===== src/rtl/vlsu_txn_tracker_pkg.sv =====
`default_nettype none
// ============================================================================
// Module      : vlsu_txn_tracker_pkg
// Description : Shared constants and types for the VLSU transaction tracker.
//               Channel indices double as the load/store port offsets.
// Revision    : 1.0 - initial release
// ============================================================================
package vlsu_txn_tracker_pkg;

    // Channel index assignment: load first, store second, extras follow.
    localparam int unsigned OffsetLoad  = 0;
    localparam int unsigned OffsetStore = 1;

    // Per-burst tag stored in the tracking FIFO. Kept as a struct so further
    // fields (e.g. an instruction ID) can be appended without touching users.
    typedef struct packed {
        logic last_insn;
    } txn_tag_t;

endpackage
`default_nettype wire


===== src/rtl/vlsu_txn_chan.sv =====
`default_nettype none
// ============================================================================
// Module      : vlsu_txn_chan
// Description : One tracker channel: Depth-entry FIFO of burst tags, an
//               occupancy counter and a per-instruction error accumulator.
// Ports       : clk_i/rst_ni            clock, async active-low reset
//               ax_valid_i/ax_ready_i   burst handshake inputs
//               ax_last_insn_i          tag of the pushed burst
//               ax_valid_o/ax_ready_o   handshake gated by the full flag
//               cpl_valid_i/cpl_err_i   qualified burst completion
//               insn_complete_o/err_o   registered per-instruction pulse
//               pending_o/full_o        occupancy status
//               proto_err_o             sticky completion-while-empty flag
// Revision    : 1.0 - initial release
// ============================================================================
module vlsu_txn_chan
    import vlsu_txn_tracker_pkg::*;
#(
    parameter int unsigned Depth    = 8,
    parameter int unsigned CntWidth = $clog2(Depth + 1)
) (
    input  logic clk_i,
    input  logic rst_ni,
    input  logic ax_valid_i,
    input  logic ax_last_insn_i,
    output logic ax_valid_o,
    input  logic ax_ready_i,
    output logic ax_ready_o,
    input  logic cpl_valid_i,
    input  logic cpl_err_i,
    output logic insn_complete_o,
    output logic insn_err_o,
    output logic pending_o,
    output logic full_o,
    output logic proto_err_o
);

    localparam int unsigned PtrWidth = $clog2(Depth);

    txn_tag_t              tag_mem [Depth];
    logic [PtrWidth-1:0]   wr_ptr;
    logic [PtrWidth-1:0]   rd_ptr;
    logic [CntWidth-1:0]   occ;
    logic [CntWidth-1:0]   occ_next;
    logic                  err_acc;
    logic                  full;
    logic                  empty;
    logic                  push;
    logic                  pop;
    txn_tag_t              head_tag;

    // Full is decoded from registered occupancy only, so a same-cycle
    // completion never opens the AX handshake combinationally.
    assign full     = (occ == CntWidth'(Depth));
    assign empty    = (occ == '0);
    assign push     = ax_valid_i & ax_ready_i & ~full;
    assign pop      = cpl_valid_i & ~empty;
    assign head_tag = tag_mem[rd_ptr];

    assign ax_valid_o = ax_valid_i & ~full;
    assign ax_ready_o = ax_ready_i & ~full;
    assign full_o     = full;

    always_comb begin
        occ_next = occ;
        if (push && !pop) begin
            occ_next = occ + CntWidth'(1);
        end else if (pop && !push) begin
            occ_next = occ - CntWidth'(1);
        end
    end

    // Tag storage needs no reset: entries are only read behind the pointers.
    always_ff @(posedge clk_i) begin
        if (push) begin
            tag_mem[wr_ptr] <= '{last_insn: ax_last_insn_i};
        end
    end

    always_ff @(posedge clk_i or negedge rst_ni) begin
        if (!rst_ni) begin
            wr_ptr          <= '0;
            rd_ptr          <= '0;
            occ             <= '0;
            err_acc         <= 1'b0;
            insn_complete_o <= 1'b0;
            insn_err_o      <= 1'b0;
            pending_o       <= 1'b0;
            proto_err_o     <= 1'b0;
        end else begin
            occ             <= occ_next;
            pending_o       <= (occ_next != '0);
            insn_complete_o <= 1'b0;
            insn_err_o      <= 1'b0;
            if (push) begin
                wr_ptr <= wr_ptr + PtrWidth'(1);
            end
            if (pop) begin
                rd_ptr <= rd_ptr + PtrWidth'(1);
                if (head_tag.last_insn) begin
                    insn_complete_o <= 1'b1;
                    insn_err_o      <= err_acc | cpl_err_i;
                    err_acc         <= 1'b0;
                end else begin
                    err_acc <= err_acc | cpl_err_i;
                end
            end
            if (cpl_valid_i && empty) begin
                proto_err_o <= 1'b1;
            end
        end
    end

endmodule
`default_nettype wire


===== src/rtl/vlsu_txn_tracker.sv =====
`default_nettype none
// ============================================================================
// Module      : vlsu_txn_tracker
// Description : Per-channel outstanding-burst tracker between the VLSU address
//               generator and the AXI cut. Caps in-flight bursts per channel
//               and turns burst completions into instruction completions.
// Ports       : all per-channel vectors are NrChannels wide; bit OffsetLoad is
//               the load channel and bit OffsetStore the store channel.
// Revision    : 1.0 - initial release
// ============================================================================
module vlsu_txn_tracker #(
    parameter int unsigned NrChannels    = 2,
    parameter int unsigned Depth         = 8,
    parameter int unsigned CntWidth      = $clog2(Depth + 1),
    parameter bit          CheckProtoErr = 1'b0
) (
    input  logic                  clk_i,
    input  logic                  rst_ni,
    input  logic [NrChannels-1:0] ax_valid_i,
    input  logic [NrChannels-1:0] ax_last_insn_i,
    output logic [NrChannels-1:0] ax_valid_o,
    input  logic [NrChannels-1:0] ax_ready_i,
    output logic [NrChannels-1:0] ax_ready_o,
    input  logic [NrChannels-1:0] cpl_valid_i,
    input  logic [NrChannels-1:0] cpl_err_i,
    output logic [NrChannels-1:0] insn_complete_o,
    output logic [NrChannels-1:0] insn_err_o,
    output logic [NrChannels-1:0] pending_o,
    output logic [NrChannels-1:0] full_o,
    output logic [NrChannels-1:0] proto_err_o
);

    for (genvar c = 0; c < NrChannels; c++) begin : g_chan
        vlsu_txn_chan #(
            .Depth    (Depth),
            .CntWidth (CntWidth)
        ) u_chan (
            .clk_i           (clk_i),
            .rst_ni          (rst_ni),
            .ax_valid_i      (ax_valid_i[c]),
            .ax_last_insn_i  (ax_last_insn_i[c]),
            .ax_valid_o      (ax_valid_o[c]),
            .ax_ready_i      (ax_ready_i[c]),
            .ax_ready_o      (ax_ready_o[c]),
            .cpl_valid_i     (cpl_valid_i[c]),
            .cpl_err_i       (cpl_err_i[c]),
            .insn_complete_o (insn_complete_o[c]),
            .insn_err_o      (insn_err_o[c]),
            .pending_o       (pending_o[c]),
            .full_o          (full_o[c]),
            .proto_err_o     (proto_err_o[c])
        );
    end

`ifndef SYNTHESIS
    a_depth_pow2 : assert property (@(posedge clk_i)
        (Depth >= 2) && ((Depth & (Depth - 1)) == 0));

    // Enabled only for nominal traffic where completions never outrun pushes.
    if (CheckProtoErr) begin : g_proto_chk
        a_no_proto_err : assert property (@(posedge clk_i) disable iff (!rst_ni)
            proto_err_o == '0);
    end
`endif

endmodule
`default_nettype wire


===== config.mk =====
export PLATFORM = sky130hd
export DESIGN_NAME = vlsu_txn_tracker
export DESIGN_NICKNAME = d
export VERILOG_FILES = /design/src/rtl/vlsu_txn_tracker_pkg.sv /design/src/rtl/vlsu_txn_chan.sv /design/src/rtl/vlsu_txn_tracker.sv
export SDC_FILE = /design/constraint.sdc
export NUM_CORES = 1
export LEC_CHECK = 0
export CORE_MARGIN = 1.5
export CORE_UTILIZATION = 50
export CTS_CLUSTER_DIAMETER = 60
export CTS_CLUSTER_SIZE = 24
export DETAILED_ROUTE_END_ITERATION = 16
export MAX_ROUTING_LAYER = met4
export PLACE_DENSITY = 0.72
export SKIP_LAST_GASP = 1
export SLEW_MARGIN = 20
export SYNTH_ARGS = -nofsm -noshare
export SYNTH_HDL_FRONTEND = slang
export SYNTH_SLANG_ARGS = --single-unit

===== constraint.sdc =====
create_clock -name clk_i -period 2.9 [get_ports clk_i]
set_input_delay 0.58 -clock clk_i [delete_from_list [all_inputs] [get_ports clk_i]]
set_output_delay 0.58 -clock clk_i [all_outputs]
set_load 0.02 [all_outputs]

Yosys cells after proc, flatten, opt, wreduce, memory -nomap -nowiden
Memory sizes are Yosys's and may differ from the RTL's.
Index checks and enable logic that the tools add are counted.
W data, S select, Z words.
- equal/unequal tests: 2
- reductions and logical operators: 14
- add/subtract/negate cells: 8
- multiplexer cells: 18
- bitwise gates (word level): 16
- operator list (cell ; number):
    $mux W4 ; 4
    $mux W1 ; 14
    $add A3 B1 Y3 const B ; 4
    $and A1 B1 Y1 ; 10
    $add A4 B1 Y4 const B ; 2
    $eq A4 B4 Y1 const B ; 2
    $logic_not A4 Y1 ; 2
    $reduce_bool A4 Y1 ; 2
    $sub A4 B1 Y4 const B ; 2
    $logic_and A1 B1 Y1 ; 6
    $logic_not A1 Y1 ; 4
    $not A1 Y1 ; 4
    $or A1 B1 Y1 ; 2
- logic and storage cells: 76
- memories kept: 2
- input port bits: 12
- output and inout port bits: 14
- bits in writable memories: 16
- flip-flop bits (word level): 30
- memory list (memory ; words ; bits a word ; rd ports ; clocked after memory_dff ; write ports ; RTL line ; text):
    g_chan[0].u_chan.tag_mem ; 8 ; 1 ; 1 ; 0 ; 1 ; vlsu_txn_chan.sv:40 ; txn_tag_t tag_mem [Depth];
    g_chan[1].u_chan.tag_mem ; 8 ; 1 ; 1 ; 0 ; 1 ; vlsu_txn_chan.sv:40 ;

Logic depth before layout (Yosys ltp)
- word-level depth: 8
- gate-level depth with buffers: 8
- mapped depth without buffers: 8

Hierarchy
A second synthesis with hierarchy kept.
- cells, all modules: 178
- area, all modules: 2147.1 um^2
- by module, submodules not included (module ; instances ; area an instance (um^2) ; seq. area each (um^2) ; cells an instance):
    vlsu_txn_chan at g_chan[0].u_chan ; 1 ; 1079.8 ; 615.6 ; 89
    vlsu_txn_chan at g_chan[1].u_chan ; 1 ; 1067.3 ; 615.6 ; 89

Worst setup path before layout
No wires, ideal clock.
- path type: register to register
- from: register g_chan[0].u_chan.occ[0]
- to: register g_chan[0].u_chan.pending_o
- cell stages (with the launch flop): 8
- data arrival time: 2128 ps
- data required time: 2761 ps
- library setup time: 139 ps
- period minus slack after synthesis: 2266 ps
- path buffers: 0
- setup slack: 634 ps
- cell sequence: dfrtp_1 inv_1 ha_1 or3b_4 a211oi_1 a2bb2oi_1 xnor2_1 or4_1
- cells in the longest elaborated chain, start to end: 8
- elaborated cells between the ends (all ways): 15
- classes of those cells: add/sub (2); eq/ne (1); mux (2); bitwise (4); reduce/logical (6)
- RTL lines (item ; RTL line ; text):
    start, declared ; vlsu_txn_chan.sv:43 ; logic [CntWidth-1:0] occ;
    start signal, assigned ; vlsu_txn_chan.sv:91 ; occ <= occ_next;
    $eq A4 B4 Y1 ; vlsu_txn_chan.sv:54 ; assign full = (occ == CntWidth'(Depth));
    $not A1 Y1 ; vlsu_txn_chan.sv:56 ; assign push = ax_valid_i & ax_ready_i & ~full;
    $and A1 B1 Y1 ; vlsu_txn_chan.sv:56 ;
    $logic_not A1 Y1 ; vlsu_txn_chan.sv:68 ; end else if (pop && !push) begin
    $logic_and A1 B1 Y1 ; vlsu_txn_chan.sv:68 ;
    $mux W4 ; vlsu_txn_chan.sv:68 ;
    $mux W4 (*) ; vlsu_txn_chan.sv:66 ; if (push && !pop) begin
    named net g_chan[0].u_chan.occ_next[2] ; vlsu_txn_chan.sv:44 ; logic [CntWidth-1:0] occ_next;
    $reduce_bool A4 Y1 (*) ; vlsu_txn_chan.sv:92 ; pending_o <= (occ_next != '0);
    end signal, assigned ; vlsu_txn_chan.sv:92 ;
    end, declared ; vlsu_txn_chan.sv:33 ; output logic pending_o,
The timed path passes the listed nets; every way through them passes the cells marked *.
A chain may end at the register's enable or synchronous reset.

Worst setup path after layout
- from: register g_chan[0].u_chan.occ[0]
- to: output full_o[0]
- cells in the longest elaborated chain, start to end: 1
- RTL lines (item ; RTL line ; text):
    $eq A4 B4 Y1 ; vlsu_txn_chan.sv:54 ;
    end, declared ; vlsu_txn_tracker.sv:29 ; output logic [NrChannels-1:0] full_o,
Every way passes these cells.

==> impl_metrics.ini <==
[floorplanning]
boundaryPins = 26
core-area_um2 = 4350
dieHeight_um = 70.2
rows = 24
die-area_um2 = 4930
die_w_um = 70.2
initial_core_util = 0.518

[worst_setup_path]
critPathLaunchType = flop
critPathKind = flop to output port
cp_max_fo = 5
crit_arrival_ps = 1960
critPathCaptureType = output port
worstPathRequired_ps = 2320
r2r_slack_ps = 430

[cells_and_area]
final_common_cell = dfrtp_1
drive_gt1_frac = 0.0758
final_cell_mix = dfrtp_1 (30), clkdlybuf4s50_1 (25), nand2_1 (22)
fin_nets = 230
antennaDiodeCount = 0
syn_to_final_growth_pct = 12.5
nFillCells = 348

[synthesis]
ys_types = 43
yosysWarnings = 0
yosysSeqAreaShare = 0.545
synth_area_um2 = 2260
syn_avg_cell_area_um2 = 11.7
ys.flop_type = dfrtp_1
synth_fp_nets = 213
async_flop_share = 0.652
syn_inst = 193
synth_enable_flop_cells = 16
synth-seq-cells = 46

[detailed_routing]
num_vias = 1447
wl_per_cell_um = 14.6
drtPass1Iterations = 4
ant_nets = 0
route.detailed.drc = 0
wl_um = 3850
drt_iter0_drc = 44
vias_per_cell = 5.50

[timing]
relSlewSlack = 0.705
tightest_slew_ps = 441
rsz0062_at_grt = no
skew_ps = 4.33
fin_crit_sh = 0.874
slew_violations = 0
finalHoldViolations = 0
setup_viol_count_final = 0
max_freq_mhz = 394
tns_ps = 0
min_period_ps = 2540

[status]
status = completed

[power_and_ir_drop]
finalPower_uw = 2400
p_leak_uw = 0.00101
peakVddDrop_uv = 506
power.density_nw_per_um2 = 946

[clocking]
cts_buffer_depth = 2
hold_buffers = 0
htree_levels = 2
cts_root_buf = clkbuf_8
clk_pin_slew_worst_paths_ps = 80
cts_buffers = 5
insertion_delay_ps = 290
postCtsResizedCells = 0
clock_sinks = 46
tritoncts = built
cts_post_setup_buffers_inserted = 0

[global_routing]
antenna_found_initial = 0
grt_pass1_wl_um = 6710
grt_max_degree = 31
grt_usage = 0.181
grt_overflow = 0
grt_pass1_vias = 1494

[placed_design]
io_buffers = 25
gp_congestion = 0.759
dp_hpwl_um = 2880

[run]
cap_violations = 0

[min_path]
hp-class = flop to flop
## flip-flops by register name (all words and copies together), names as in the netlist
register	flops
g_chan.u_chan.tag_mem	16
g_chan.u_chan.occ	8
g_chan.u_chan.rd_ptr	6
g_chan.u_chan.wr_ptr	6
g_chan.u_chan.err_acc	2
g_chan.u_chan.insn_complete_o	2
g_chan.u_chan.insn_err_o	2
g_chan.u_chan.pending_o	2
g_chan.u_chan.proto_err_o	2
## cells in the mapped netlist (2+ instances only)
| cell | count | area (um2) |
|---|---|---|
| dfrtp_1 | 30 | 751 |
| nand2_1 | 22 | 82.6 |
| edfxtp_1 | 16 | 480 |
| buf_4 | 14 | 105 |
| xnor2_1 | 13 | 114 |
| nor2_1 | 11 | 41.3 |
| nor3_1 | 9 | 45.0 |
| ha_1 | 8 | 100 |
| inv_1 | 8 | 30.0 |
| nand3_1 | 6 | 30.0 |
| nand2b_1 | 5 | 31.3 |
| a21oi_1 | 4 | 20.0 |
| and2_1 | 4 | 25.0 |
| mux4_2 | 4 | 90.1 |
| or4_1 | 4 | 30.0 |
| nand4_1 | 3 | 18.8 |
| mux2i_1 | 2 | 20.0 |
| nor4_1 | 2 | 12.5 |
| o21a_1 | 2 | 15.0 |
| o21ai_0 | 2 | 10.0 |
| o22ai_1 | 2 | 12.5 |
## power by group
group          switching (uW)  internal [uW]
logic                     455            464
clock network             198            166
registers                 231            890
## cell families (layout without fill, tap and decap cells)
family | after synthesis | count (layout) | share of synthesized area
AO/OA/AOI/OAI | 18 | 18 | 0.0543
XOR/XNOR | 15 | 15 | 0.0615
adder cells (fa/ha/maj) | 9 | 9 | 0.0488
buffers and inverters | 24 | 42 | 0.0671
flip-flops | 46 | 46 | 0.545
multiplexers | 6 | 6 | 0.0488
AND/OR/NAND/NOR | 75 | 75 | 0.174
## final timing paths
check | start | to | cells after the start
max reg2reg | g_chan[0].u_chan.occ[0] | g_chan[0].u_chan.pending_o | 7
max in group asynchronous | rst_ni | g_chan[0].u_chan.occ[0] | 2
min | g_chan[1].u_chan.proto_err_o | g_chan[1].u_chan.proto_err_o | 1
max | g_chan[0].u_chan.occ[0] | full_o[0] | 5
min in group asynchronous | rst_ni | g_chan[1].u_chan.rd_ptr[0] | 2
min reg2reg | g_chan[1].u_chan.proto_err_o | g_chan[1].u_chan.proto_err_o | 1
## per-layer routing
metal  vias up  GRT usage  routed length, um
met5         -          -                  0
met4         0     0.0876                 83
met3        10     0.0404                145
met2        29      0.291               1950
met1       702      0.217               1660
li1        706          -                  -
## final cells by class
type | instances | area (um2) | area share
multi-input cells | 123 | 875 | 0.344
flip-flops and latches | 46 | 1230 | 0.485
clock buffers | 6 | 72.6 | 0.0286
clock inverters | 2 | 8.76 | 0.00345
inverters | 8 | 30.0 | 0.0118
well taps | 52 | 65.1 | 0.0256
repair buffers | 26 | 258 | 0.101
## metrics by stage
stage / cell area [um2] / setup WS, ps / hold WS, ps / std cells / util
after floorplan: 2260 / 634 / 284 / 193 / -
after global placement: 2460 / 351 / 446 / 255 / 0.565
after detailed placement: 2460 / 296 / 447 / 255 / 0.565
after CTS: 2540 / 358 / 460 / 263 / 0.583
after global routing: 2540 / 225 / 510 / 263 / 0.583
final: 2540 / 365 / 455 / 263 / 0.583
## critical path, cell delays in order, from the launching register on
cell	delay, ps
dfrtp_1	450
inv_1	90
ha_1	190
nand3b_1	140
inv_1	180
clkdlybuf4s50_1	630
(Power assumes the default switching activity.)
